==> src/rtl/pipeline_stall_ctrl_pkg.sv <==
// Shared stall-vector layout, per-stage stall masks and sequencer state encoding
// for pipeline_stall_ctrl and its counter.
package pipeline_stall_ctrl_pkg;

  localparam int unsigned STALL_PC  = 0;
  localparam int unsigned STALL_IF  = 1;
  localparam int unsigned STALL_ID  = 2;
  localparam int unsigned STALL_EX  = 3;
  localparam int unsigned STALL_MEM = 4;
  localparam int unsigned STALL_WB  = 5;

  localparam logic STALL_ENABLE  = 1'b1;
  localparam logic STALL_DISABLE = 1'b0;

  typedef logic [STALL_WB:STALL_PC] stall_vec_t;

  // A stalled stage freezes itself and every stage upstream of it.
  function automatic stall_vec_t mask_upto(input int unsigned top);
    stall_vec_t m;
    for (int unsigned i = STALL_PC; i <= STALL_WB; i++) begin
      m[i] = (i <= top) ? STALL_ENABLE : STALL_DISABLE;
    end
    return m;
  endfunction

  localparam stall_vec_t STALL_NONE     = '0;
  localparam stall_vec_t STALL_MASK_IF  = mask_upto(STALL_IF);
  localparam stall_vec_t STALL_MASK_ID  = mask_upto(STALL_ID);
  localparam stall_vec_t STALL_MASK_EX  = mask_upto(STALL_EX);
  localparam stall_vec_t STALL_MASK_MEM = mask_upto(STALL_MEM);

  typedef enum logic [1:0] {
    StIdle,
    StMulti,
    StFlush
  } state_e;

endpackage

==> src/rtl/pipeline_stall_ctrl_counter.sv <==
// multi_cycle_counter: loadable down-counter with freeze and zero flag; never wraps below zero.
module multi_cycle_counter #(
  parameter int unsigned CNT_W = 6
) (
  input  logic             clock,
  input  logic             reset,
  input  logic             clear,
  input  logic             load,
  input  logic [CNT_W-1:0] load_val,
  input  logic             dec,
  output logic [CNT_W-1:0] cnt,
  output logic             zero
);

  logic [CNT_W-1:0] cnt_q;

  always_ff @(posedge clock or negedge reset) begin
    if (!reset) begin
      cnt_q <= '0;
    end else if (clear) begin
      cnt_q <= '0;
    end else if (load) begin
      cnt_q <= load_val;
    end else if (dec && (cnt_q != '0)) begin
      cnt_q <= cnt_q - 1'b1;
    end
  end

  assign cnt  = cnt_q;
  assign zero = (cnt_q == '0);

endmodule

==> src/rtl/pipeline_stall_ctrl.sv <==
// Hazard/stall sequencer for the 5-stage pipeline: stall vector, MULT/DIV sequencing, exception flush.
// Optional STALL_CTRL_PERF_EN adds saturating stall-cycle and flush counters.
module pipeline_stall_ctrl
  import pipeline_stall_ctrl_pkg::*;
#(
  parameter int unsigned MUL_CYCLES = 4,
  parameter int unsigned DIV_CYCLES = 32,
  parameter int unsigned CNT_W      = 6
) (
  input  logic        clock,
  input  logic        reset,
  input  logic        if_stall_req,
  input  logic        id_stall_req,
  input  logic        mem_stall_req,
  input  logic        ex_multi_start,
  input  logic        ex_multi_is_div,
  output logic        ex_multi_done,
  input  logic        exc_req,
  input  logic [31:0] exc_target,
  output logic [5:0]  stall,
  output logic        flush,
  output logic [31:0] flush_pc
`ifdef STALL_CTRL_PERF_EN
  ,
  output logic [31:0] perf_stall_cycles,
  output logic [15:0] perf_flush_count
`endif
);

  localparam logic [CNT_W-1:0] MulLoad = CNT_W'(MUL_CYCLES - 1);
  localparam logic [CNT_W-1:0] DivLoad = CNT_W'(DIV_CYCLES - 1);

  state_e           state_q;
  logic [31:0]      flush_pc_q;
  logic [CNT_W-1:0] load_val;
  logic [CNT_W-1:0] cnt;
  logic             cnt_zero;
  logic             start_ok;
  logic             dec;
  logic             ex_busy;
  stall_vec_t       stall_vec;

  assign load_val = ex_multi_is_div ? DivLoad : MulLoad;
  // A start under a MEM stall is dropped; EX keeps presenting it.
  assign start_ok = (state_q == StIdle) && ex_multi_start && !mem_stall_req && !exc_req;
  assign dec      = (state_q == StMulti) && !mem_stall_req && !exc_req;
  assign ex_busy  = ((state_q == StMulti) && !cnt_zero) || (start_ok && (load_val != '0));

  multi_cycle_counter #(
    .CNT_W (CNT_W)
  ) u_counter (
    .clock    (clock),
    .reset    (reset),
    .clear    (exc_req),
    .load     (start_ok),
    .load_val (load_val),
    .dec      (dec),
    .cnt      (cnt),
    .zero     (cnt_zero)
  );

  always_comb begin
    stall_vec = STALL_NONE;
    if (!exc_req && (state_q != StFlush)) begin
      if (mem_stall_req)     stall_vec = STALL_MASK_MEM;
      else if (ex_busy)      stall_vec = STALL_MASK_EX;
      else if (id_stall_req) stall_vec = STALL_MASK_ID;
      else if (if_stall_req) stall_vec = STALL_MASK_IF;
    end
  end

  assign stall         = stall_vec;
  assign flush         = (state_q == StFlush);
  assign flush_pc      = flush_pc_q;
  assign ex_multi_done = (state_q == StMulti) && cnt_zero && !mem_stall_req && !exc_req;

  always_ff @(posedge clock or negedge reset) begin
    if (!reset) begin
      state_q    <= StIdle;
      flush_pc_q <= '0;
    end else if (exc_req) begin
      state_q    <= StFlush;
      flush_pc_q <= exc_target;
    end else begin
      unique case (state_q)
        StIdle:  if (start_ok) state_q <= StMulti;
        StMulti: if (ex_multi_done) state_q <= StIdle;
        StFlush: state_q <= StIdle;
        default: state_q <= StIdle;
      endcase
    end
  end

`ifdef STALL_CTRL_PERF_EN
  logic [31:0] perf_stall_q;
  logic [15:0] perf_flush_q;

  always_ff @(posedge clock or negedge reset) begin
    if (!reset) begin
      perf_stall_q <= '0;
      perf_flush_q <= '0;
    end else begin
      if ((stall_vec != STALL_NONE) && (perf_stall_q != '1)) perf_stall_q <= perf_stall_q + 1'b1;
      if (flush && (perf_flush_q != '1)) perf_flush_q <= perf_flush_q + 1'b1;
    end
  end

  assign perf_stall_cycles = perf_stall_q;
  assign perf_flush_count  = perf_flush_q;
`endif

endmodule

==> config.mk <==
export PLATFORM = sky130hd
export DESIGN_NAME = pipeline_stall_ctrl
export DESIGN_NICKNAME = d
export VERILOG_FILES = /design/src/rtl/pipeline_stall_ctrl_pkg.sv /design/src/rtl/pipeline_stall_ctrl_counter.sv /design/src/rtl/pipeline_stall_ctrl.sv
export SDC_FILE = /design/constraint.sdc
export NUM_CORES = 1
export LEC_CHECK = 0
export ABC_CLOCK_PERIOD_IN_PS = 2600
export CAP_MARGIN = 25
export CORE_ASPECT_RATIO = 1.1
export CORE_MARGIN = 8
export CORE_UTILIZATION = 29
export DETAILED_ROUTE_END_ITERATION = 12
export PLACE_DENSITY_LB_ADDON = 0.1
export SLEW_MARGIN = 20
export SYNTH_ARGS = -nofsm -noshare
export SYNTH_HDL_FRONTEND = slang
export SYNTH_SLANG_ARGS = --single-unit
==> constraint.sdc <==
create_clock -name clock -period 2.6 [get_ports clock]
set_clock_uncertainty 0.05 [all_clocks]
set_input_delay 0.52 -clock clock [delete_from_list [all_inputs] [get_ports clock]]
set_output_delay 0.52 -clock clock [all_outputs]
set_load 0.02 [all_outputs]
# Word level (Yosys, flattened, before mapping)

Index checks and enable logic that the tools add are counted.

Flip-flop bits (word level): 40
Word-level logic and storage cells: 44

Reductions and logical operators: 22
Eq/ne operators: 5
$add $sub $neg: 1
Multiplexer cells: 13

Operator list:

| kind                                              | number |
|---|---|
| 2-to-1 mux 6 bit                                  | 4 |
| logical AND 1 bit                                 | 12 |
| nonzero test 6 bit                                | 2 |
| 2-to-1 mux 5 bit                                  | 2 |
| 2-to-1 mux 2 bit                                  | 4 |
| logical NOT 6 bit                                 | 1 |
| inequality test 3 bit (second input constant)     | 2 |
| subtractor 6 x 1 -> 6 bit (second input constant) | 1 |
| 2-to-1 mux 4 bit                                  | 1 |
| case mux 2 bit (2 select lines)                   | 1 |
| logical NOT 1 bit                                 | 3 |
| 2-to-1 mux 3 bit                                  | 1 |
| nonzero test 3 bit                                | 1 |
| == test 2 x 1 -> 1 bit (second input constant)    | 1 |
| == test 2 bit (second input constant)             | 1 |
| logical NOT 2 bit                                 | 1 |
| inequality test 2 bit (second input constant)     | 1 |
| AND reduction 2 bit                               | 1 |
| logical OR 1 bit                                  | 1 |

# Longest topological paths before layout

Word-level depth: 9
Mapped depth: 7

# Hierarchy

Synthesis repeated with hierarchy kept, for this count alone.

Cell total of the unflattened synthesis: 147
Area, all modules: 1895.6 um2

Modules (own cells, without submodules):

| module              | times used | seq. area each (um2) | area each (um2) | cells each |
|---|---|---|---|---|
| pipeline_stall_ctrl | 1          | 850.8                | 1432.6          | 94 |
| multi_cycle_counter | 1          | 150.1                | 462.9           | 53 |

# Least setup slack after synthesis

OpenSTA, ideal clock, no wires.

Path kind: flip-flop to output port
Start: register u_counter.cnt_q[0] (netlist: u_counter.cnt[0])
End: output port stall[1]
Arrival: 1.977 ns
Stages on the path, launching flop included: 8
Path slack: 0.053 ns
Data required time: 2.030 ns
Cell sequence: dfrtp_1 -> inv_1 -> ha_1 -> or4b_4 -> buf_6 -> o21ai_0 -> a311oi_1 -> buf_4

Cells in the longest elaborated chain, start to end: 7

RTL lines:

| element                  | RTL line                          | source |
|---|---|---|
| start: declaration       | pipeline_stall_ctrl_counter.sv:15 | `logic [CNT_W-1:0] cnt_q;` |
| start signal: assignment | pipeline_stall_ctrl_counter.sv:23 | `cnt_q <= load_val;` |
| start signal: assignment | pipeline_stall_ctrl_counter.sv:25 | `cnt_q <= cnt_q - 1'b1;` |
| logical NOT 6 bit        | pipeline_stall_ctrl_counter.sv:30 | `assign zero = (cnt_q == '0);` |
| logical NOT 1 bit        | pipeline_stall_ctrl.sv:47         | `assign ex_busy = ((state_q == StMulti) && !cnt_zero) \|\| (start_ok && (load_val != '0));` |
| logical AND 1 bit        | pipeline_stall_ctrl.sv:47         |  |
| logical OR 1 bit         | pipeline_stall_ctrl.sv:47         |  |
| 2-to-1 mux 4 bit         | pipeline_stall_ctrl.sv:66         | `else if (ex_busy) stall_vec = STALL_MASK_EX;` |
| 2-to-1 mux 5 bit         | pipeline_stall_ctrl.sv:65         | `if (mem_stall_req) stall_vec = STALL_MASK_MEM;` |
| 2-to-1 mux 6 bit         | pipeline_stall_ctrl.sv:64         | `if (!exc_req && (state_q != StFlush)) begin` |
| end: declaration         | pipeline_stall_ctrl.sv:20         | `output logic [5:0] stall,` |

Every way passes these cells.

# Final worst setup path

Start: register u_counter.cnt_q[1] (netlist: u_counter.cnt[1])
End: output port ex_multi_done

Cells in the longest elaborated chain, start to end: 4

RTL lines:

| element                        | RTL line                          | source |
|---|---|---|
| logical NOT 6 bit              | pipeline_stall_ctrl_counter.sv:30 |  |
| logical AND 1 bit (3 in a row) | pipeline_stall_ctrl.sv:75         | `assign ex_multi_done = (state_q == StMulti) && cnt_zero && !mem_stall_req && !exc_req;` |
| end: declaration               | pipeline_stall_ctrl.sv:17         | `output logic ex_multi_done,` |

Every way passes these cells.

==> results.ini <==
[setup_path]
worst_setup_path_start_kind=register
crit_type=reg -> out
cp_data_required_time_ps=2030
worstReg2RegEnd=u_counter.cnt[0]$_DFFE_PN0P_
crit_path_start=u_counter.cnt[1]$_DFFE_PN0P_
r2r_setup_slack_ps=680
r2r-start=u_counter.cnt[1]$_DFFE_PN0P_
worst-path-max-fanout=4
arrival_ps=1920
worstSetupEndpoint=ex_multi_done
cp-end-kind=primary output
r2r_cells=6

[route]
first_iter_violations=38
drcViolationCount=0
vias_per_cell=4.73
dr.pass1.iters=4
vias=1470
ant_nets=0
wl_um=4860
post_drt_wl_per_cell_um=15.6

[timing]
fmaxAchievable_mhz=402
period_share=0.957
layout_min_cycle_time_ps=2490
final-hold-violation-count=0
drv_slew=0
final.setup.tns_ps=0
slew_headroom=0.644
tightestPinTransition_ps=533
setup_viol=0

[global_routing]
grt_max_degree=41
grt_pass1_vias=1688
track_usage=0.112
overflow=0
antenna_found_initial=0
grt_first_pass_wirelength_um=8210

[clock_tree]
clk_pin_slew_ps=80
clk_path_buf_depth=2
cts_tree=done
cts_root_buffer=clkbuf_8
cts_buffers=5
h-tree-depth=2
insertion_delay_ps=290
cts.sinks=40

[min_path]
min_path_type=in -> async

[yosys]
synth_area_leaders=dfrtp_1, mux2_2, clkbuf_1
synth.distinct_cells=41
syn_nets=187
synth_edf_count=0
netlist_area_um2=1830
synth_seq_cells=40
synth_top_cell_by_area=dfrtp_1
syn-instance-count=145
ys.warnings.count=0
postSynth.asyncResetShare=1.00
seq_area_frac_synth=0.547
synth.avg_cell_area_um2=12.6
synthDominantCellAreaShare=0.547
ys.flop_type=dfrtp_1

[placement]
place_area_um2=2720
port_buffers=78
hpwl_um=3750
gp_congestion=0.785

[finish]
fin_nets=273
post-route-cell-area_um2=2840
n_antenna_cell=0
drive_above_1_share=0.303
syn2layout_area_growth_pct=55.4

[flow_run]
maxCapViolations=0

[die]
die_h_um=99.3
initial_utilization=0.297
fp.dieW_um=91.7
num_rows=30
die_area_um2=9110
core_area_um2=6160
io_pins=80

[pwr]
peakVddDrop_uv=279
p_per_area_nw_per_um2=534
power_leakage_nw=1.18

[status]
outcome=completed

==> cell families after synthesis <==
group | synth area share
flip-flops | 0.547
other | 0.00205
buffers and inverters | 0.0499
multiplexers | 0.202
adder cells (fa/ha/maj) | 0.0137
AND/OR/NAND/NOR | 0.0862
AO/OA/AOI/OAI | 0.0985
==> Yosys cell counts, types with 2 or more instances <==
master    count
ha_1          2
nor2b_1       2
dfrtp_1      40
a31oi_1       4
a21oi_1       2
clkbuf_1      8
nor4_1        3
nor3_1        3
nand2_1       3
inv_1         7
mux2_2       32
o2111a_1      2
nor2_1        4
buf_4         2
nand4_1       2
o21ai_0       3
a21o_1        2
==> placed cells by master, fill, tap and decap left out, types with 2 or more instances in the layout <==
| cell type | Yosys | final |
|---|---|---|
| inv_1 | 7 | 5 |
| clkdlybuf4s50_1 | 0 | 70 |
| buf_2 | 1 | 5 |
| nor3_1 | 3 | 3 |
| inv_2 | 0 | 2 |
| a21o_1 | 2 | 2 |
| nor4_1 | 3 | 2 |
| o2111a_1 | 2 | 2 |
| a21oi_1 | 2 | 2 |
| o21ai_0 | 3 | 3 |
| clkbuf_8 | 0 | 5 |
| nand4_1 | 2 | 2 |
| dfrtp_1 | 40 | 40 |
| nor2_1 | 4 | 4 |
| a31oi_1 | 4 | 4 |
| nor2b_1 | 2 | 2 |
| nand2_1 | 3 | 3 |
| buf_4 | 2 | 14 |
| mux2_2 | 32 | 32 |
==> layout make-up <==
class                           instances  area [um^2]
Fill cell                             593         3310
Sequential cell                        40         1000
Timing Repair Buffer                   92          878
Multi-Input combinational cell         85          756
Tap cell                               80          100
Clock buffer                            5         68.8
Inverter                                7         26.3
Clock inverter                          2         12.5
==> layer usage <==
metal  track usage  up-vias  routed length, um
met4        0.0447        0                113
met5             0        -                  0
li1              -      690                  -
met2         0.198       53               2510
met3        0.0610       10                508
met1         0.105      717               1730
==> power by group <==
| part | switching (W) | internal, W | total (W) |
|---|---|---|---|
| combinational | 0.000189 | 0.000226 | 0.000415 |
| clock | 0.000212 | 0.000182 | 0.000394 |
| sequential | 0.0000324 | 0.000678 | 0.000711 |
| total | 0.000433 | 0.00109 | 0.00152 |
==> metrics by stage <==
| step | hold WS [ps] | power [W] | util | cells | worst slack, ps |
|---|---|---|---|---|---|
| floorplan | 174 | 0.000913 | - | 145 | 53.2 |
| global placement | 439 | 0.00113 | 0.441 | 301 | -172 |
| detailed placement | 445 | 0.00114 | 0.441 | 301 | -221 |
| CTS | 331 | 0.00154 | 0.451 | 308 | 2.54 |
| global route | 157 | 0.00160 | 0.462 | 311 | -2.25 |
| finish | 127 | 0.00152 | 0.462 | 311 | 111 |
==> how the worst min path moves through the flow <==
stage                        startpoint                            to  slack, ps  cells after the start
6_report                          reset      flush_pc[30]$_DFFE_PN0P_        130                      1
5_1_grt                           reset  u_counter.cnt[1]$_DFFE_PN0P_        160                      1
4_1_cts                           reset      flush_pc[26]$_DFFE_PN0P_        330                      1
3_5_place_dp   flush_pc[28]$_DFFE_PN0P_      flush_pc[28]$_DFFE_PN0P_        440                      1
3_3_place_gp   flush_pc[16]$_DFFE_PN0P_      flush_pc[16]$_DFFE_PN0P_        440                      1
2_1_floorplan                     reset       flush_pc[0]$_DFFE_PN0P_        170                      0
==> what timing repair did <==
action                                  4_1_cts  5_1_grt
endpoints found under the hold margin         0        0
pin swaps                                     1        4
hold buffers                                  0        0
buffers inserted                              0        2
endpoints found under the setup margin        6        4
gates resized for setup                      25        6
==> registers in the layout, summed over array words and instances (netlist names) <==
name and count:
flush_pc 32, state_q 2, u_counter.cnt 6
==> critical path, stage by stage (launching register included) <==
cell and delay, ps:
dfrtp_1 400, inv_2 80, ha_4 120, or4b_4 490, nor4_2 240, clkdlybuf4s15_2 300
Note: power is estimated with default switching activity, not from simulation.
